`src/rtl/marker_pkg.sv`:
```
// Shared types for the scanline marker logic: scan FSM states and the
// per-line result record consumed by downstream marker candidate logic.
package marker_pkg;

  typedef enum logic {
    ST_IDLE = 1'b0,
    ST_SCAN = 1'b1
  } scan_state_t;

  localparam int RES_COORD_WIDTH = 11;
  localparam int RES_FLIP_WIDTH  = 4;

  // Field widths match the default scanner configuration.
  typedef struct packed {
    logic [RES_FLIP_WIDTH-1:0]  number_of_flips;
    logic                       overflow;
    logic [RES_COORD_WIDTH-1:0] first_coord;
    logic [RES_COORD_WIDTH-1:0] last_coord;
    logic [RES_COORD_WIDTH-1:0] centre_coord;
    logic [RES_COORD_WIDTH-1:0] widest_run;
    logic [RES_COORD_WIDTH-1:0] widest_run_start;
  } line_result_t;

endpackage

```
`src/rtl/run_debouncer.sv`:
```
// Colour-change debouncer: a new colour becomes stable only after MIN_RUN
// consecutive pixels; the flip is reported at the coordinate where it began.
module run_debouncer #(
  parameter int PIXEL_WIDTH = 3,
  parameter int COORD_WIDTH = 11,
  parameter int MIN_RUN     = 2
) (
  input  logic                   clk_in,
  input  logic                   rst_in,
  input  logic                   accept,
  input  logic                   line_start,
  input  logic [PIXEL_WIDTH-1:0] pixel,
  input  logic [COORD_WIDTH-1:0] coord,
  output logic                   flip,
  output logic [COORD_WIDTH-1:0] flip_coord
);

  localparam int CNT_WIDTH = (MIN_RUN < 2) ? 1 : $clog2(MIN_RUN + 1);

  logic [PIXEL_WIDTH-1:0] stable, stable_n;
  logic [PIXEL_WIDTH-1:0] cand, cand_n;
  logic [CNT_WIDTH-1:0]   cand_count, cand_count_n, count_inc;
  logic [COORD_WIDTH-1:0] cand_start, cand_start_n;

  // A zero cand_count means no candidate is pending.
  always_comb begin
    flip         = 1'b0;
    flip_coord   = cand_start;
    stable_n     = stable;
    cand_n       = cand;
    cand_count_n = cand_count;
    cand_start_n = cand_start;
    count_inc    = cand_count + CNT_WIDTH'(1);
    if (accept) begin
      if (line_start) begin
        stable_n     = pixel;
        cand_n       = '0;
        cand_count_n = '0;
        cand_start_n = '0;
      end else if (pixel == stable) begin
        cand_n       = '0;
        cand_count_n = '0;
        cand_start_n = '0;
      end else if ((cand_count != '0) && (pixel == cand)) begin
        if (count_inc == CNT_WIDTH'(MIN_RUN)) begin
          flip         = 1'b1;
          flip_coord   = cand_start;
          stable_n     = cand;
          cand_n       = '0;
          cand_count_n = '0;
          cand_start_n = '0;
        end else begin
          cand_count_n = count_inc;
        end
      end else if (MIN_RUN == 1) begin
        flip         = 1'b1;
        flip_coord   = coord;
        stable_n     = pixel;
        cand_n       = '0;
        cand_count_n = '0;
        cand_start_n = '0;
      end else begin
        cand_n       = pixel;
        cand_count_n = CNT_WIDTH'(1);
        cand_start_n = coord;
      end
    end
  end

  always_ff @(posedge clk_in) begin
    if (rst_in) begin
      stable     <= '0;
      cand       <= '0;
      cand_count <= '0;
      cand_start <= '0;
    end else begin
      stable     <= stable_n;
      cand       <= cand_n;
      cand_count <= cand_count_n;
      cand_start <= cand_start_n;
    end
  end

endmodule

```
`src/rtl/run_length_marker_scan.sv`:
```
// Per-scanline flip statistics over debounced colour changes, published
// with a one-cycle done pulse the cycle after the last pixel of a line.
module run_length_marker_scan
  import marker_pkg::*;
#(
  parameter int  PIXEL_WIDTH = 3,
  parameter int  COORD_WIDTH = 11,
  parameter int  LINE_LENGTH = 1680,
  parameter int  MAX_FLIPS   = 15,
  parameter int  MIN_RUN     = 2,
  localparam int FLIP_WIDTH  = $clog2(MAX_FLIPS + 1)
) (
  input  logic                   clk_in,
  input  logic                   rst_in,
  input  logic                   pixel_valid_in,
  input  logic                   line_start_in,
  input  logic [PIXEL_WIDTH-1:0] rgb_in,
  output logic [FLIP_WIDTH-1:0]  number_of_flips_out,
  output logic                   overflow_out,
  output logic [COORD_WIDTH-1:0] first_coord_out,
  output logic [COORD_WIDTH-1:0] last_coord_out,
  output logic [COORD_WIDTH-1:0] centre_coord_out,
  output logic [COORD_WIDTH-1:0] widest_run_out,
  output logic [COORD_WIDTH-1:0] widest_run_start_out,
  output logic                   done_out,
  output scan_state_t            state_out
);

  scan_state_t state;

  logic [COORD_WIDTH-1:0] coord_q, cur_coord;
  logic                   accept, line_end;
  logic                   flip;
  logic [COORD_WIDTH-1:0] flip_coord;

  logic [FLIP_WIDTH-1:0]  cnt_q, cnt_b, cnt_n;
  logic                   ovf_q, ovf_b, ovf_n;
  logic [COORD_WIDTH-1:0] first_q, first_b, first_n;
  logic [COORD_WIDTH-1:0] last_q, last_b, last_n;
  logic [COORD_WIDTH-1:0] widest_q, widest_b, widest_n;
  logic [COORD_WIDTH-1:0] wstart_q, wstart_b, wstart_n;
  logic [COORD_WIDTH-1:0] run;
  logic [COORD_WIDTH:0]   centre_sum;

  // A line start is honoured in either state, so a restart needs no idle gap.
  assign accept    = pixel_valid_in & (line_start_in | (state == ST_SCAN));
  assign cur_coord = line_start_in ? '0 : coord_q;
  assign line_end  = accept && (cur_coord == COORD_WIDTH'(LINE_LENGTH - 1));
  assign state_out = state;

  run_debouncer #(
    .PIXEL_WIDTH (PIXEL_WIDTH),
    .COORD_WIDTH (COORD_WIDTH),
    .MIN_RUN     (MIN_RUN)
  ) u_debouncer (
    .clk_in     (clk_in),
    .rst_in     (rst_in),
    .accept     (accept),
    .line_start (line_start_in),
    .pixel      (rgb_in),
    .coord      (cur_coord),
    .flip       (flip),
    .flip_coord (flip_coord)
  );

  always_comb begin
    if (line_start_in) begin
      cnt_b    = '0;
      ovf_b    = 1'b0;
      first_b  = '0;
      last_b   = '0;
      widest_b = '0;
      wstart_b = '0;
    end else begin
      cnt_b    = cnt_q;
      ovf_b    = ovf_q;
      first_b  = first_q;
      last_b   = last_q;
      widest_b = widest_q;
      wstart_b = wstart_q;
    end
    cnt_n    = cnt_b;
    ovf_n    = ovf_b;
    first_n  = first_b;
    last_n   = last_b;
    widest_n = widest_b;
    wstart_n = wstart_b;
    run      = flip_coord - last_b;
    if (flip) begin
      if (cnt_b == FLIP_WIDTH'(MAX_FLIPS)) ovf_n = 1'b1;
      else                                 cnt_n = cnt_b + 1'b1;
      // Strictly-greater keeps the earliest of equally wide runs.
      if ((cnt_b == '0) && !ovf_b) begin
        first_n = flip_coord;
      end else if (run > widest_b) begin
        widest_n = run;
        wstart_n = last_b;
      end
      last_n = flip_coord;
    end
    centre_sum = {1'b0, first_n} + {1'b0, last_n};
  end

  always_ff @(posedge clk_in) begin
    if (rst_in) begin
      state                <= ST_IDLE;
      coord_q              <= '0;
      cnt_q                <= '0;
      ovf_q                <= 1'b0;
      first_q              <= '0;
      last_q               <= '0;
      widest_q             <= '0;
      wstart_q             <= '0;
      number_of_flips_out  <= '0;
      overflow_out         <= 1'b0;
      first_coord_out      <= '0;
      last_coord_out       <= '0;
      centre_coord_out     <= '0;
      widest_run_out       <= '0;
      widest_run_start_out <= '0;
      done_out             <= 1'b0;
    end else begin
      done_out <= 1'b0;
      if (accept) begin
        coord_q  <= cur_coord + 1'b1;
        cnt_q    <= cnt_n;
        ovf_q    <= ovf_n;
        first_q  <= first_n;
        last_q   <= last_n;
        widest_q <= widest_n;
        wstart_q <= wstart_n;
        state    <= line_end ? ST_IDLE : ST_SCAN;
        if (line_end) begin
          number_of_flips_out  <= cnt_n;
          overflow_out         <= ovf_n;
          first_coord_out      <= first_n;
          last_coord_out       <= last_n;
          centre_coord_out     <= centre_sum[COORD_WIDTH:1];
          widest_run_out       <= widest_n;
          widest_run_start_out <= wstart_n;
          done_out             <= 1'b1;
        end
      end
    end
  end

endmodule

```
`config.mk`:
```
export PLATFORM = sky130hd
export DESIGN_NAME = run_length_marker_scan
export DESIGN_NICKNAME = d
export VERILOG_FILES = /design/src/rtl/marker_pkg.sv /design/src/rtl/run_debouncer.sv /design/src/rtl/run_length_marker_scan.sv
export SDC_FILE = /design/constraint.sdc
export NUM_CORES = 1
export LEC_CHECK = 0
export BUFFER_PORTS_ARGS = -buffer_cell sky130_fd_sc_hd__buf_2
export CAP_MARGIN = 20
export CORE_ASPECT_RATIO = 0.9
export CORE_MARGIN = 5
export CORE_UTILIZATION = 25
export CTS_BUF_LIST = sky130_fd_sc_hd__clkbuf_8
export CTS_CLUSTER_DIAMETER = 30
export DETAILED_ROUTE_END_ITERATION = 12
export SLEW_MARGIN = 5
export SYNTH_ARGS = -nofsm -noshare
export SYNTH_HDL_FRONTEND = slang
export SYNTH_HIERARCHICAL = 1
export SYNTH_SLANG_ARGS = --single-unit
```
`constraint.sdc`:
```
create_clock -name clk_in -period 11.35 [get_ports clk_in]
set_input_delay 1.135 -clock clk_in [delete_from_list [all_inputs] [get_ports clk_in]]
set_output_delay 1.135 -clock clk_in [all_outputs]
set_load 0.02 [all_outputs]
```
# == Word level (Yosys, flattened, before mapping) ==
# Index checks and enable logic that the tools add are counted.
# word_totals
reg_bits,141
# classes
add_sub_neg,5
order_cmp,1
n_eq_ne,7
n_mux,43
bitwise_logic,3
reduce_logical,12
# ops
op,count
2-to-1 mux 11 bit,18
2-to-1 mux 3 bit,8
adder 11 x 11 -> 12 bit,1
2-to-1 mux 4 bit,3
"adder 11 x 1 -> 11 bit, second input constant",1
"equality test 11 bit, second input constant",1
greater-than comparator 11 bit,1
subtractor 11 bit,1
2-to-1 mux 1 bit,10
2-to-1 mux 2 bit,4
equality test 3 bit,2
nonzero test 2 bit,3
"adder 4 x 1 -> 4 bit, second input constant",1
"equality test 4 bit, second input constant",1
zero test 4 bit,1
"!= test 4 x 3 -> 1 bit, second input constant",1
AND reduction 2 bit,2
AND reduction 4 bit,1
logical AND 1 bit,3
"adder 2 x 1 -> 2 bit, second input constant",1
"equality test 2 bit, second input constant",1
"!= test 2 bit, second input constant",1
OR reduction 2 bit,1
bitwise AND 1 bit,1
3 further kinds,3

# == Logic depth before layout (Yosys ltp) ==
# Gate-level depths: netlist (run 1).
# depth
word_depth,9
mapped_depth,22
mapped_depth_nobuf,17

# == Hierarchy ==
# The synthesis (run 1) kept the hierarchy.
# modules_own_cells
mod,n_inst,cells_each,area_per_inst_um2,seq_area_each_um2
run_length_marker_scan,1,759,6373.6,2442.3
run_debouncer,1,75,839.6,380.4

# == Worst setup path after synthesis (run 1) ==
# Ideal clock, no wire load.
# synth_timing
path_type,input to register
from,input port line_start_in
to,register centre_coord_out[8]
setup_time_ps,117
t_arrival_ps,4969
required_time_ps,11233
setup_slack_ps,6264
path_stages,20
path_buffers,5
path_cell_list,buf_2 -> o21ai_1 -> inv_1 -> clkbuf_1 -> buf_1 -> inv_1 -> nor3_1 -> clkbuf_1 -> o211ai_1 -> clkbuf_1 -> a31oi_1 -> inv_1 -> ha_1 -> a21oi_1 -> nor2_1 -> a211oi_1 -> o31ai_2 -> a221oi_2 -> xnor2_1 -> a22o_1
# synth_rtl
item,line_no,rtl
start: declaration,run_length_marker_scan.sv:16,"input logic line_start_in,"
bitwise OR 1 bit,run_length_marker_scan.sv:46,assign accept = pixel_valid_in & (line_start_in | (state == ST_SCAN));
bitwise AND 1 bit,run_length_marker_scan.sv:46,
via accept,run_length_marker_scan.sv:32,"logic accept, line_end;"
2-to-1 mux 1 bit,run_debouncer.sv:34,if (accept) begin
via flip,run_length_marker_scan.sv:33,logic flip;
2-to-1 mux 11 bit,run_length_marker_scan.sv:89,if (flip) begin
via first_n[2],run_length_marker_scan.sv:38,"logic [COORD_WIDTH-1:0] first_q, first_b, first_n;"
adder 11 x 11 -> 12 bit,run_length_marker_scan.sv:101,"centre_sum = {1'b0, first_n} + {1'b0, last_n};"
end signal: assignment,run_length_marker_scan.sv:138,centre_coord_out <= centre_sum[COORD_WIDTH:1];
end: declaration,run_length_marker_scan.sv:22,"output logic [COORD_WIDTH-1:0] centre_coord_out,"
# The timed path passes the listed nets, and every way through them passes these cells.
# A chain may end at the register's enable or synchronous reset.

# == Worst setup path after layout (run 1) ==
# layout_timing
from,input port line_start_in
to,register wstart_q[8]
# layout_between
elab_chain_cells,6
# layout_rtl
item,line_no,rtl
2-to-1 mux 11 bit,run_length_marker_scan.sv:67,if (line_start_in) begin
subtractor 11 bit,run_length_marker_scan.sv:88,run = flip_coord - last_b;
greater-than comparator 11 bit,run_length_marker_scan.sv:95,end else if (run > widest_b) begin
2-to-1 mux 11 bit,run_length_marker_scan.sv:95,
2-to-1 mux 11 bit,run_length_marker_scan.sv:93,if ((cnt_b == '0) && !ovf_b) begin
2-to-1 mux 11 bit,run_length_marker_scan.sv:89,
end signal: assignment,run_length_marker_scan.sv:131,wstart_q <= wstart_n;
end: declaration,run_length_marker_scan.sv:41,"logic [COORD_WIDTH-1:0] wstart_q, wstart_b, wstart_n;"
# Several ways; a longest one is shown, not always the timed one.

==> out/metrics.yaml, run 1 <==
status: "completed"
startpoint_type: "input port"
grt.total_usage: 0.117
holdWs_ns: 0.452
post-synth-top-area-cell: "dfxtp_1"
synth_cell_types: 68
switching_share: 0.288
hold_class: "register to register"
syn-num-nets: 878
place.gp.congestion: 0.913
route.detailed.drc: 0
ys_seq_area_frac: 0.391
crit_required_ns: 11.75
power_frac_clock: 0.407
std_cell_rows: 59
r2r_cells: 16
syn_to_final_growth_pct: 14.4
synth.area.top_cells: "dfxtp_1 (39%), nor2_1 (6.8%), ha_1 (6.1%), a211oi_1 (5.9%), nand2_1 (3.6%)"
power_frac_comb: 0.106
startpoint: "line_start_in"
layout_commonest_cell: "dfxtp_1"
cts.reportedPaths.clkPinSlew_ns: 0.09
grt_start_max_net_pins: 74
clockRootBuffer: "clkbuf_8"
clock_latency_ns: 0.46
post-place-ws_ns: 5.37
grt_pass1_vias: 5655
seq_area_um2: 2820
n_fill_cell: 3056
fp.dieH_um: 171
drt-pass1-iter-count: 6
nNetsFinal: 920
cts.htree.levels: 4
arrival_ns: 5.97
hold_depth: 2
powerDensity_nw_per_um2: 127
cts.repair.resized: 0
hold_violations: 0
max_freq_mhz: 180
avgViaCountPerCell: 4.79
maxSlewViolCount: 0
skew_ns: 0.0213
port_buffers: 68
whs_endpoint: "centre_coord_out[2]"
tns_ns: 0
syn-mean-instance-area_um2: 8.65
cts_setup_buffers: 0
grt_overflow: 0
path_class: "input port to register"
synthCells: 834
end_kind: "register"
drt_wl_total_um: 19100
static-leakage-power_nw: 3.21
async_flop_share: 0
cts_hold_buffers: 0
ys_warn_count: 6
synth_edf_count: 0
core_area_um2: 28700
netlist_area_um2: 7210
antenna_found_initial: 0
antenna_cells: 0
die_x_um: 189
multiInputGateArea_um2: 3980
relSlewSlack: 0.338
p_sw_mw: 0.302
seqPwrFrac: 0.487
ant_nets: 0
setup_slack_ns: 5.78
reg2reg_slack_ns: 6.65
yosysTopAreaCellShare: 0.391
cts_buffer_depth: 2
internal_power_mw: 0.745
drive_gt1_frac: 0.170
min_from: "centre_coord_out[2]"
period_minus_slack_ns: 5.57
initial_core_util: 0.251
cap_viol_max_count: 0
io_pins: 69
rsz0062_at_grt: "false"
grt_pass1_wl_um: 30500
final_cell_mix: "dfxtp_1 (141), nor2_1 (131), nand2_1 (70)"
tightest_slew_ns: 0.988
synth-main-ff-cell: "dfxtp_1"
num_vias: 6015
ys_ff_latch: 141
wl_per_cell_um: 15.2
die-area_um2: 32400
post-dp-hpwl_um: 13700
setup_violations: 0
cts.sinks: 141
path_max_fanout: 35
r2r-end: "wstart_q[2]"
vdd_ir_drop_max_mv: 0.0664
period_share: 0.491
cts_buffers: 17
cts_tree: "done"
r2r-start: "last_q[0]"
drtIter0Drc: 448
[power by group through the flow]
stage,Clock (mW),Combinational (mW),Sequential [mW]
final,0.426,0.111,0.510
after global routing,0.460,0.124,0.511
after CTS,0.439,0.110,0.510
after detailed placement,0,0.110,0.521
after global placement,0,0.109,0.521
after floorplan,0,0.0835,0.518
[critical path, cell delays in order]
cell and delay (ns):
buf_2 0.10, buf_4 0.24, inv_1 0.60, buf_4 0.38, nand2_1 0.11, ha_1 0.35, a21o_1 0.17, a21o_1 0.16
a21oi_1 0.16, o21ai_0 0.13, xor2_1 0.25, ha_1 0.31, a21o_1 0.18, a211oi_1 0.25, a311o_1 0.49, nor2_8 0.18
a221oi_2 0.28, buf_4 0.29, a32o_1 0.16
[synth_stat cells, types with 3 or more instances]
cell / number
a21o_1: 8
nand4_1: 6
mux2_2: 4
o31ai_1: 3
a211oi_2: 12
nor2b_1: 22
buf_1: 7
a22o_2: 4
a311oi_1: 7
inv_1: 44
nand3_1: 15
o21bai_1: 3
o21a_1: 5
mux2i_1: 18
nand2b_1: 7
a21oi_1: 42
a22oi_1: 3
dfxtp_1: 141
xor2_1: 11
ha_1: 35
clkbuf_1: 27
xnor2_1: 16
nor2_1: 131
buf_2: 16
a211oi_1: 57
buf_6: 3
a32o_1: 9
a22o_1: 22
a31oi_1: 13
nor3_1: 5
or2_2: 5
o21ai_0: 20
nand2_1: 70
[worst max-delay path by stage]
stage / endpoint / slack, ns / cells past startpoint
3_3_place_gp: wstart_q[9] / 5.47 / 17
6_report: wstart_q[8] / 5.78 / 19
3_5_place_dp: wstart_q[1] / 5.37 / 18
2_1_floorplan: centre_coord_out[8] / 6.26 / 20
5_1_grt: wstart_q[2] / 5.41 / 18
4_1_cts: wstart_q[2] / 5.86 / 19
[metal layers]
metal | wire (µm) | vias to the layer above | global-route usage
li1 | - | 3054 | -
met1 | 9320 | 2804 | 0.161
met2 | 8300 | 129 | 0.178
met3 | 1030 | 28 | 0.0316
met4 | 434 | 0 | 0.0421
met5 | 0 | - | 0
[layout make-up]
cell class / instances / share of cell area
inverter: 44 / 0.0200
sequential: 141 / 0.342
tap: 366 / 0.0555
timing repair buffer: 78 / 0.0506
clock buffer: 17 / 0.0284
multi-input combinational: 594 / 0.482
clock inverter: 15 / 0.0215
[flip-flops by register name, indices dropped and copies added, names as in the netlist, 2 cells and up]
signal,count
u_debouncer/cand_start,11
u_debouncer/cand,3
last_coord_out,11
widest_run_start_out,11
u_debouncer/cand_count,2
last_q,11
number_of_flips_out,4
wstart_q,11
first_coord_out,11
u_debouncer/stable,3
widest_q,11
centre_coord_out,11
coord_q,11
widest_run_out,11
first_q,11
cnt_q,4
[logic make-up after synthesis]
group	count (synthesis)	share of synthesized area
and+or+nand+nor	278	0.174
AOI/OAI and AO/OA	230	0.244
muxes	22	0.0312
adders and majority gates	37	0.0663
DFF	141	0.391
xor gates and xnor gates	27	0.0328
buffers and inverters	99	0.0602
[through the flow]
step	instance area, µm²	util	instances	power, mW
final	8250	0.287	1255	1.05
after global routing	8250	0.287	1255	1.09
after CTS	8250	0.287	1255	1.06
after detailed placement	7840	0.273	1223	0.631
after global placement	7840	0.273	1223	0.630
after floorplan	7210	-	834	0.602
Note: power is estimated with default switching activity, not from simulation.
==> run 2: changes to the inputs <==
--- a/config.mk
+++ b/config.mk
@@ -5,6 +5,7 @@
 export SDC_FILE = /design/constraint.sdc
 export NUM_CORES = 1
 export LEC_CHECK = 0
+export ABC_AREA = 1
 export BUFFER_PORTS_ARGS = -buffer_cell sky130_fd_sc_hd__buf_2
 export CAP_MARGIN = 20
 export CORE_ASPECT_RATIO = 0.9
==> constraint.sdc (replaced) <==
create_clock -name clk_in -period 5.45 [get_ports clk_in]
set_input_delay 0.545 -clock clk_in [delete_from_list [all_inputs] [get_ports clk_in]]
set_output_delay 0.545 -clock clk_in [all_outputs]
set_load 0.02 [all_outputs]
==> out/metrics.yaml, run 2 <==
end_kind: "register"
synth_fa_ha_area_frac: 0.0606
die_x_um: 197
drive_gt1_frac: 0.130
num_vias: 7231
io_pins: 69
powerDensity_nw_per_um2: 270
drt-pass1-iter-count: 5
maxSlewViolCount: 0
clock_latency_ns: 0.47
synth_top_family_by_area: "simple AND/OR/NAND/NOR gates"
clockRootBuffer: "clkbuf_8"
grt.total_usage: 0.128
layout_commonest_cell: "nand2_1"
cts.repair.resized: 0
cts.htree.levels: 4
syn-mean-instance-area_um2: 6.96
nNetsFinal: 1221
grt_pass1_wl_um: 35800
hold_class: "input port to register"
ant_nets: 0
routed-wl-met3_um: 1230
synth-xor-area-share: 0.0133
arrival_ns: 4.37
path_class: "input port to register"
r2r_cells: 24
cts_buffer_depth: 2
tns_ns: 0
synth_cell_types: 54
yosys-mux-area-fraction: 0
async_flop_share: 0
synth.area.top_cells: "dfxtp_1 (36%), nand2_1 (14%), inv_1 (7.5%), ha_1 (5.6%), nor2_1 (5.1%)"
grt_start_max_net_pins: 84
syn-num-nets: 1177
port_buffers: 68
final_cell_mix: "nand2_1 (290), inv_1 (157), dfxtp_1 (141)"
avgViaCountPerCell: 4.52
post-synth-top-count-cell: "nand2_1"
std_cell_rows: 61
netlist_area_um2: 7890
post-dp-hpwl_um: 16200
startpoint_type: "input port"
status: "completed"
p_sw_mw: 0.775
static-leakage-power_nw: 4.39
wl_met1_um: 10900
period_minus_slack_ns: 4.00
wl_met2_um: 9900
ys_ff_latch: 141
skew_ns: 0.0166
cts.reportedPaths.clkPinSlew_ns: 0.09
switching_share: 0.323
crit_required_ns: 5.83
synth_compound_area_frac: 0.153
synth_common_cells: "nand2_1 (290), inv_1 (157), dfxtp_1 (141), nor2_1 (107), o21ai_0 (74)"
wl_per_cell_um: 14.0
grt_pass1_vias: 6716
max_freq_mhz: 250
seq_area_um2: 2820
relSlewSlack: 0.399
tightest_slew_ns: 0.902
hold_violations: 0
synth-main-ff-cell: "dfxtp_1"
route.detailed.drc: 0
drtIter0Drc: 500
cap_viol_max_count: 0
yosysTopAreaCellShare: 0.358
ys_warn_count: 6
core_area_um2: 31000
grt_overflow: 0
hold_depth: 5
power_frac_clock: 0.379
cts_hold_buffers: 0
syn_to_final_growth_pct: 12.7
n_fill_cell: 3452
post-synth-top-area-cell: "dfxtp_1"
cts_setup_buffers: 0
place.gp.congestion: 0.902
drt_wl_total_um: 22300
multiInputGateArea_um2: 4130
antenna_cells: 0
power_frac_comb: 0.167
initial_core_util: 0.254
post-route-util: 0.287
path_max_fanout: 39
antenna_found_initial: 0
highest_layer: "met4"
rsz0062_at_grt: "false"
internal_power_mw: 1.62
ys_seq_area_frac: 0.358
period_share: 0.734
synthCells: 1133
synthSimpleGateAreaFrac: 0.296
setup_violations: 0
cts_buffers: 17
die-area_um2: 35200
seqPwrFrac: 0.454
vdd_ir_drop_max_mv: 0.164
cts_tree: "done"
synth_edf_count: 0
fp.dieH_um: 178
cts.sinks: 141
run 2: changes by cell type after synthesis, sizes merged, moves of 11 or more:
cell	delta
nand3	+57
a22o	-12
o21ai	+81
inv	+122
mux2i	-18
nand2	+238
a21oi	+16
nor2	-17
xnor2	-11
a211oi	-68
nor2b	-22
run 2: metal layers:
| metal | GRT usage | vias up |
|---|---|---|
| met5 | 0 | - |
| met4 | 0.0332 | 0 |
| met3 | 0.0336 | 20 |
| met2 | 0.201 | 146 |
| met1 | 0.175 | 3353 |
| li1 | - | 3712 |
run 2: layout make-up:
cell class | instances | area share
well taps | 409 | 0.0576
clock buffers | 17 | 0.0263
clock inverters | 15 | 0.0198
multi-input cells | 777 | 0.464
inverters | 166 | 0.0712
flip-flops and latches | 141 | 0.318
repair buffers | 74 | 0.0434
run 2: critical path, cell delays in order:
cell	delay, ns
buf_2	0.14
inv_8	0.21
nand2_1	0.12
inv_1	0.15
ha_1	0.18
inv_1	0.06
fa_1	0.39
nand3_1	0.09
nand2_1	0.10
a21o_1	0.20
nand2_1	0.08
nand2_1	0.05
nand2_1	0.06
nand2_1	0.07
ha_1	0.33
nand3_1	0.10
nor2_1	0.14
nand3b_1	0.10
nand3_1	0.15
nand3_4	0.29
inv_4	0.41
nand2_1	0.10
nand2_1	0.09
nand2_1	0.05
nand2_1	0.10
inv_1	0.04
run 2: final timing paths:
path	startpoint	to	slack, ns
max	line_start_in	widest_q[9]	1.45
min reg2reg	widest_run_start_out[0]	widest_run_start_out[0]	0.45
min	rgb_in[1]	u_debouncer/cand[1]	0.44
max reg2reg	last_q[0]	widest_q[9]	1.58
run 2: cell families after synthesis:
family	count (synthesis)
buffers and inverters	215
AOI/OAI and AO/OA	208
and+or+nand+nor	520
adders and majority gates	37
xor gates and xnor gates	12
DFF	141
run 2: power by group through the flow:
stage	logic (mW)	clock network, mW	registers (mW)
detailed placement	0.397	0	1.11
global route	0.456	0.986	1.09
floorplan	0.312	0	1.11
global placement	0.389	0	1.11
finish	0.401	0.909	1.09
CTS	0.399	0.939	1.09
run 2: metrics by stage:
step	cells	cell area, µm²	hold slack (ns)	power, mW	setup WS [ns]
floorplan	1133	7890	0.439	1.42	1.23
global placement	1567	8480	0.435	1.50	1.19
detailed placement	1567	8480	0.433	1.51	1.02
CTS	1599	8890	0.408	2.43	1.53
global route	1599	8890	0.448	2.53	1.22
finish	1599	8890	0.439	2.40	1.45
